--- src/rtl/opcode_selector.sv ---
// opcode_selector: debounced button bank that latches a priority-encoded opcode
module opcode_selector #(
  parameter int N_OPS     = 4,
  parameter int OPCODE_W  = 2,
  parameter int DB_CYCLES = 4,
  parameter int LOCK      = 0
) (
  input  logic                clk,
  input  logic                rst_n,
  input  logic [N_OPS-1:0]    btn_in,
  input  logic                btn_clear,
  output logic [OPCODE_W-1:0] opcode_out,
  output logic                opcode_valid,
  output logic                opcode_strobe,
  output logic [N_OPS-1:0]    btn_state
);
  localparam int N  = N_OPS + 1;
  localparam int CW = $clog2(DB_CYCLES + 1);

  logic [N-1:0]          r_s1, r_s2, r_db, r_prev;
  logic [CW-1:0]         r_cnt [N];
  logic [N-1:0]          w_raw, w_evt;
  logic [N_OPS-1:0]      w_op_evt;
  logic                  w_clr_evt, w_take;
  logic [OPCODE_W-1:0]   w_idx;
  logic [OPCODE_W-1:0]   r_op;
  logic                  r_valid, r_strobe;

  assign w_raw     = {btn_clear, btn_in};
  assign w_evt     = r_db & ~r_prev;
  assign w_op_evt  = w_evt[N_OPS-1:0];
  assign w_clr_evt = w_evt[N_OPS];
  assign w_take    = (|w_op_evt) && ((LOCK == 0) || !r_valid);

  // two-flop synchronisers plus previous debounced level for rise detection
  always_ff @(posedge clk or negedge rst_n)
    if (!rst_n) begin
      r_s1   <= '0;
      r_s2   <= '0;
      r_prev <= '0;
    end else begin
      r_s1   <= w_raw;
      r_s2   <= r_s1;
      r_prev <= r_db;
    end

  // per-channel debounce: level flips once the mismatch has persisted DB_CYCLES cycles
  always_ff @(posedge clk or negedge rst_n)
    if (!rst_n) begin
      r_db <= '0;
      for (int i = 0; i < N; i++) r_cnt[i] <= '0;
    end else begin
      for (int i = 0; i < N; i++) begin
        if (r_s2[i] == r_db[i]) r_cnt[i] <= '0;
        else if (r_cnt[i] == CW'(DB_CYCLES)) begin
          r_db[i]  <= ~r_db[i];
          r_cnt[i] <= '0;
        end else r_cnt[i] <= r_cnt[i] + 1'b1;
      end
    end

  // lowest-indexed press event wins
  always_comb begin
    w_idx = '0;
    for (int i = N_OPS - 1; i >= 0; i--) if (w_op_evt[i]) w_idx = OPCODE_W'(i);
  end

  // selection register: clear dominates, otherwise accept presses unless locked
  always_ff @(posedge clk or negedge rst_n)
    if (!rst_n) begin
      r_op     <= '0;
      r_valid  <= 1'b0;
      r_strobe <= 1'b0;
    end else begin
      r_strobe <= !w_clr_evt && w_take;
      if (w_clr_evt) begin
        r_op    <= '0;
        r_valid <= 1'b0;
      end else if (w_take) begin
        r_op    <= w_idx;
        r_valid <= 1'b1;
      end
    end

  assign opcode_out    = r_op;
  assign opcode_valid  = r_valid;
  assign opcode_strobe = r_strobe;
  assign btn_state     = r_db[N_OPS-1:0];
endmodule
--- config.mk ---
export PLATFORM = sky130hd
export DESIGN_NAME = opcode_selector
export DESIGN_NICKNAME = d
export VERILOG_FILES = /design/src/rtl/opcode_selector.sv
export SDC_FILE = /design/constraint.sdc
export NUM_CORES = 1
export LEC_CHECK = 0
export BUFFER_PORTS_ARGS = -buffer_cell sky130_fd_sc_hd__buf_4
export CAP_MARGIN = 20
export CORE_MARGIN = 5
export CORE_UTILIZATION = 40
export DETAILED_ROUTE_END_ITERATION = 16
export GPL_TIMING_DRIVEN = 0
export HOLD_SLACK_MARGIN = 0.02
export PLACE_DENSITY = 0.68
export RECOVER_POWER = 50
export SKIP_LAST_GASP = 1
export SLEW_MARGIN = 15
export SYNTH_ARGS = -nofsm -noshare
export SYNTH_HDL_FRONTEND = slang
export SYNTH_SLANG_ARGS = --single-unit
--- constraint.sdc ---
create_clock -name clk -period 3.5 [get_ports clk]
set_input_delay 0.7 -clock clk [delete_from_list [all_inputs] [get_ports clk]]
set_output_delay 0.7 -clock clk [all_outputs]
set_load 0.005 [all_outputs]
==> reports/metrics.csv <==
metric,value,unit
worst-path maximum fanout,5,
slew of the pin with the lowest slew margin,0.471,ns
Worst Setup Slack post-DPL,2.11,ns
CP arrival,0.99,ns
Vias,876,
CTS root buf,sky130_fd_sc_hd__clkbuf_8,
Post CTS Setup Buffer Count,0,
Layout Cell Area excl Fill,0.00182,mm2
"commonest non-fill, non-tap cells in the layout","sky130_fd_sc_hd__dfrtp_1 (39), sky130_fd_sc_hd__inv_1 (13), sky130_fd_sc_hd__buf_4 (13), sky130_fd_sc_hd__ha_1 (10), sky130_fd_sc_hd__nor2_1 (9)",
antenna fix cells,0,
standard-cell row count,22,
share of synthesized flip-flops with an asynchronous set or reset,100,%
final number of setup-violating endpoints,0,
cells taking the most area after synthesis,"sky130_fd_sc_hd__dfrtp_1 (62%), sky130_fd_sc_hd__ha_1 (8.0%), sky130_fd_sc_hd__mux2_2 (3.6%)",
clock input transition at the sequential cells of the worst setup and hold paths,0.07,ns
endpoint type of the worst setup path,output pin,
Wirelength per Cell,11.4,um
Static Leak,0.000861,uW
antenna violations before repair,0,
Max IR drop VDD,369,uV
vertical die dimension,72.5,um
top routing layer in use,met4,
fraction of final layout cells sized beyond drive strength 1,25.0,%
synthesized instance count,119,
Final Wtd Congestion,0.688,
Total Routing Usage GR,10.1,%
"FF+latch count, synth",39,
warnings from Yosys,0,
count of hold buffers inserted by post-cts repair,0,
post-layout total power,1440,uW
number of I/O pins,15,
sum of negative setup slack,0,ns
Routed met3 length,110,um
worst slew margin relative to its limit,68.6,%
total length of routed met2 wires,1070,um
Critical Path Source Type,flop,
unrepaired setup endpoints after global routing,no,
vias in the first global route,912,
core area,0.00372,mm2
share of the synthesized area in the top cell type,62.4,%
maximum achievable frequency,0.592,GHz
Area after DPL,0.00173,mm2
syn nets,136,
area added between synthesis and finish,16.2,%
global-route wire length before repair,4000,um
area taken by flip-flops and latches,976,um2
overall overflow remaining after global route,0,
die area,0.00526,mm2
maximum number of pins on one net before global-route repair,40,
count of antenna-violating nets left after detailed routing,0,
number of different library cells in the post-synthesis netlist,22,
Longest Clk Path Bufs,2,
average footprint of a synthesized cell,13.1,um2
outcome,"finished, final reports clean",
detailed-route wire length on metal 1,919,um
final-layout fill cell count,330,
post-layout net count,157,
multi-input gate area in the final layout,508,um2
number of buffer cells added on primary ports,14,
floorplan die width,72.5,um
initial standard-cell utilization of the core,42.1,%
final critical path time including I/O delays and setup,1.69,ns
count of pins over their slew limit,0,
share of synthesized area occupied by flip-flops and latches,62.4,%
TritonCTS clock tree,done,
class of the tightest hold or removal check,flop to flop,
leading area contributor after synthesis,sky130_fd_sc_hd__dfrtp_1,
total detailed-routing wirelength,2140,um
final setup skew,0.00620,ns
maximum level of the CTS H-tree,2,
required time at the worst-slack endpoint,2.80,ns
per-cell via count in the routed design,4.66,
max-capacitance violation count,0,
latest clock arrival within the worst-skew pair,0.28,ns
"crit path setup slack, layout",1.81,ns
most used flip-flop cell after synthesis,sky130_fd_sc_hd__dfrtp_1,
count of instances resized after the clock tree is built,0,
count of flip-flops with a built-in enable after synthesis,0,
estimated wirelength of the detail-placed design,1570,um
length of the first detailed-routing pass in iterations,4,
classification of the worst setup path,flop to output pin,
initial drt markers,22,
cts bufs inserted,5,
Post-Synthesis Cell Area,0.00156,mm2
clock tree sinks,39,
power density of the placed cells,795,mW/mm2
Tcrit/Tclk final,48.3,%
Post-route DRC,0,
number of hold violations in the final report,0,
most frequent standard cell in the layout excluding fill and tap cells,sky130_fd_sc_hd__dfrtp_1,
-- registers in the layout, indices dropped and copies added, names as in the netlist --
| signal | flops |
|---|---|
| opcode_out | 2 |
| opcode_strobe | 1 |
| opcode_valid | 1 |
| r_cnt | 15 |
| r_db | 5 |
| r_prev | 5 |
| r_s1 | 5 |
| r_s2 | 5 |
-- cell usage after synthesis, drive strengths merged, types with 3 or more instances --
library cell / n
ha: 10
nor3b: 6
buf: 4
dfrtp: 39
mux2i: 3
nor2b: 9
xnor2: 5
mux2: 5
inv: 13
nand2: 5
a21oi: 3
nor2: 9
-- report_power, final --
part | internal [uW] | total [uW] | switching (uW)
Combinational | 260 | 454 | 194
Sequential | 591 | 695 | 104
Clock | 154 | 294 | 139
-- worst max-delay path: stages (launching register included) --
cell,delay (ns)
sky130_fd_sc_hd__dfrtp_1,0.44
sky130_fd_sc_hd__buf_4,0.15
sky130_fd_sc_hd__buf_4,0.12
-- cell type report --
class | count | area share [%]
Inverter | 13 | 2.69
Buffer | 4 | 1.65
Sequential cell | 39 | 53.8
Clock inverter | 1 | 0.276
Multi-Input combinational cell | 63 | 28.0
Tap cell | 48 | 3.31
Timing Repair Buffer | 14 | 5.79
Clock buffer | 6 | 4.55
-- kinds of logic after synthesis --
kind of cell	count (synthesis)	share of synthesized area, %
xor+xnor	5	2.80
compound gates	6	2.72
fa+ha+maj	10	8.01
simple gates	34	13.5
buf+inv	17	5.04
flops	39	62.5
mux	8	5.52
-- per-stage QoR --
stage | util (%) | instances | hold slack (ns)
after global placement | 46.5 | 181 | 0.332
after detailed placement | 46.5 | 181 | 0.335
final | 48.9 | 188 | 0.348
after floorplan | - | 119 | 0.331
after CTS | 48.9 | 188 | 0.351
after global routing | 48.9 | 188 | 0.355
-- metal layers --
layer  up-vias  track usage [%]
met5         -                0
met4         0             6.15
met3         5             3.32
met2        16             15.7
met1       435             12.0
li1        420                -
-- worst paths after layout --
path	start	endpoint	slack, ns	depth (start not counted)
worst min-delay path	r_s1[3]$_DFF_PN0_	r_s2[3]$_DFF_PN0_	0.35	0
max in group asynchronous	rst_n	r_cnt[14]$_DFF_PN0_	2.80	1
worst max-delay path	r_db[3]$_DFFE_PN0P_	btn_state[3]	1.81	2
min in group asynchronous	rst_n	r_cnt[4]$_DFF_PN0_	0.38	1
worst max register to register	r_cnt[6]$_DFF_PN0_	r_db[2]$_DFFE_PN0P_	2.32	4
worst min register to register	r_s1[3]$_DFF_PN0_	r_s2[3]$_DFF_PN0_	0.35	0
Power figures use the tool's default switching activity.
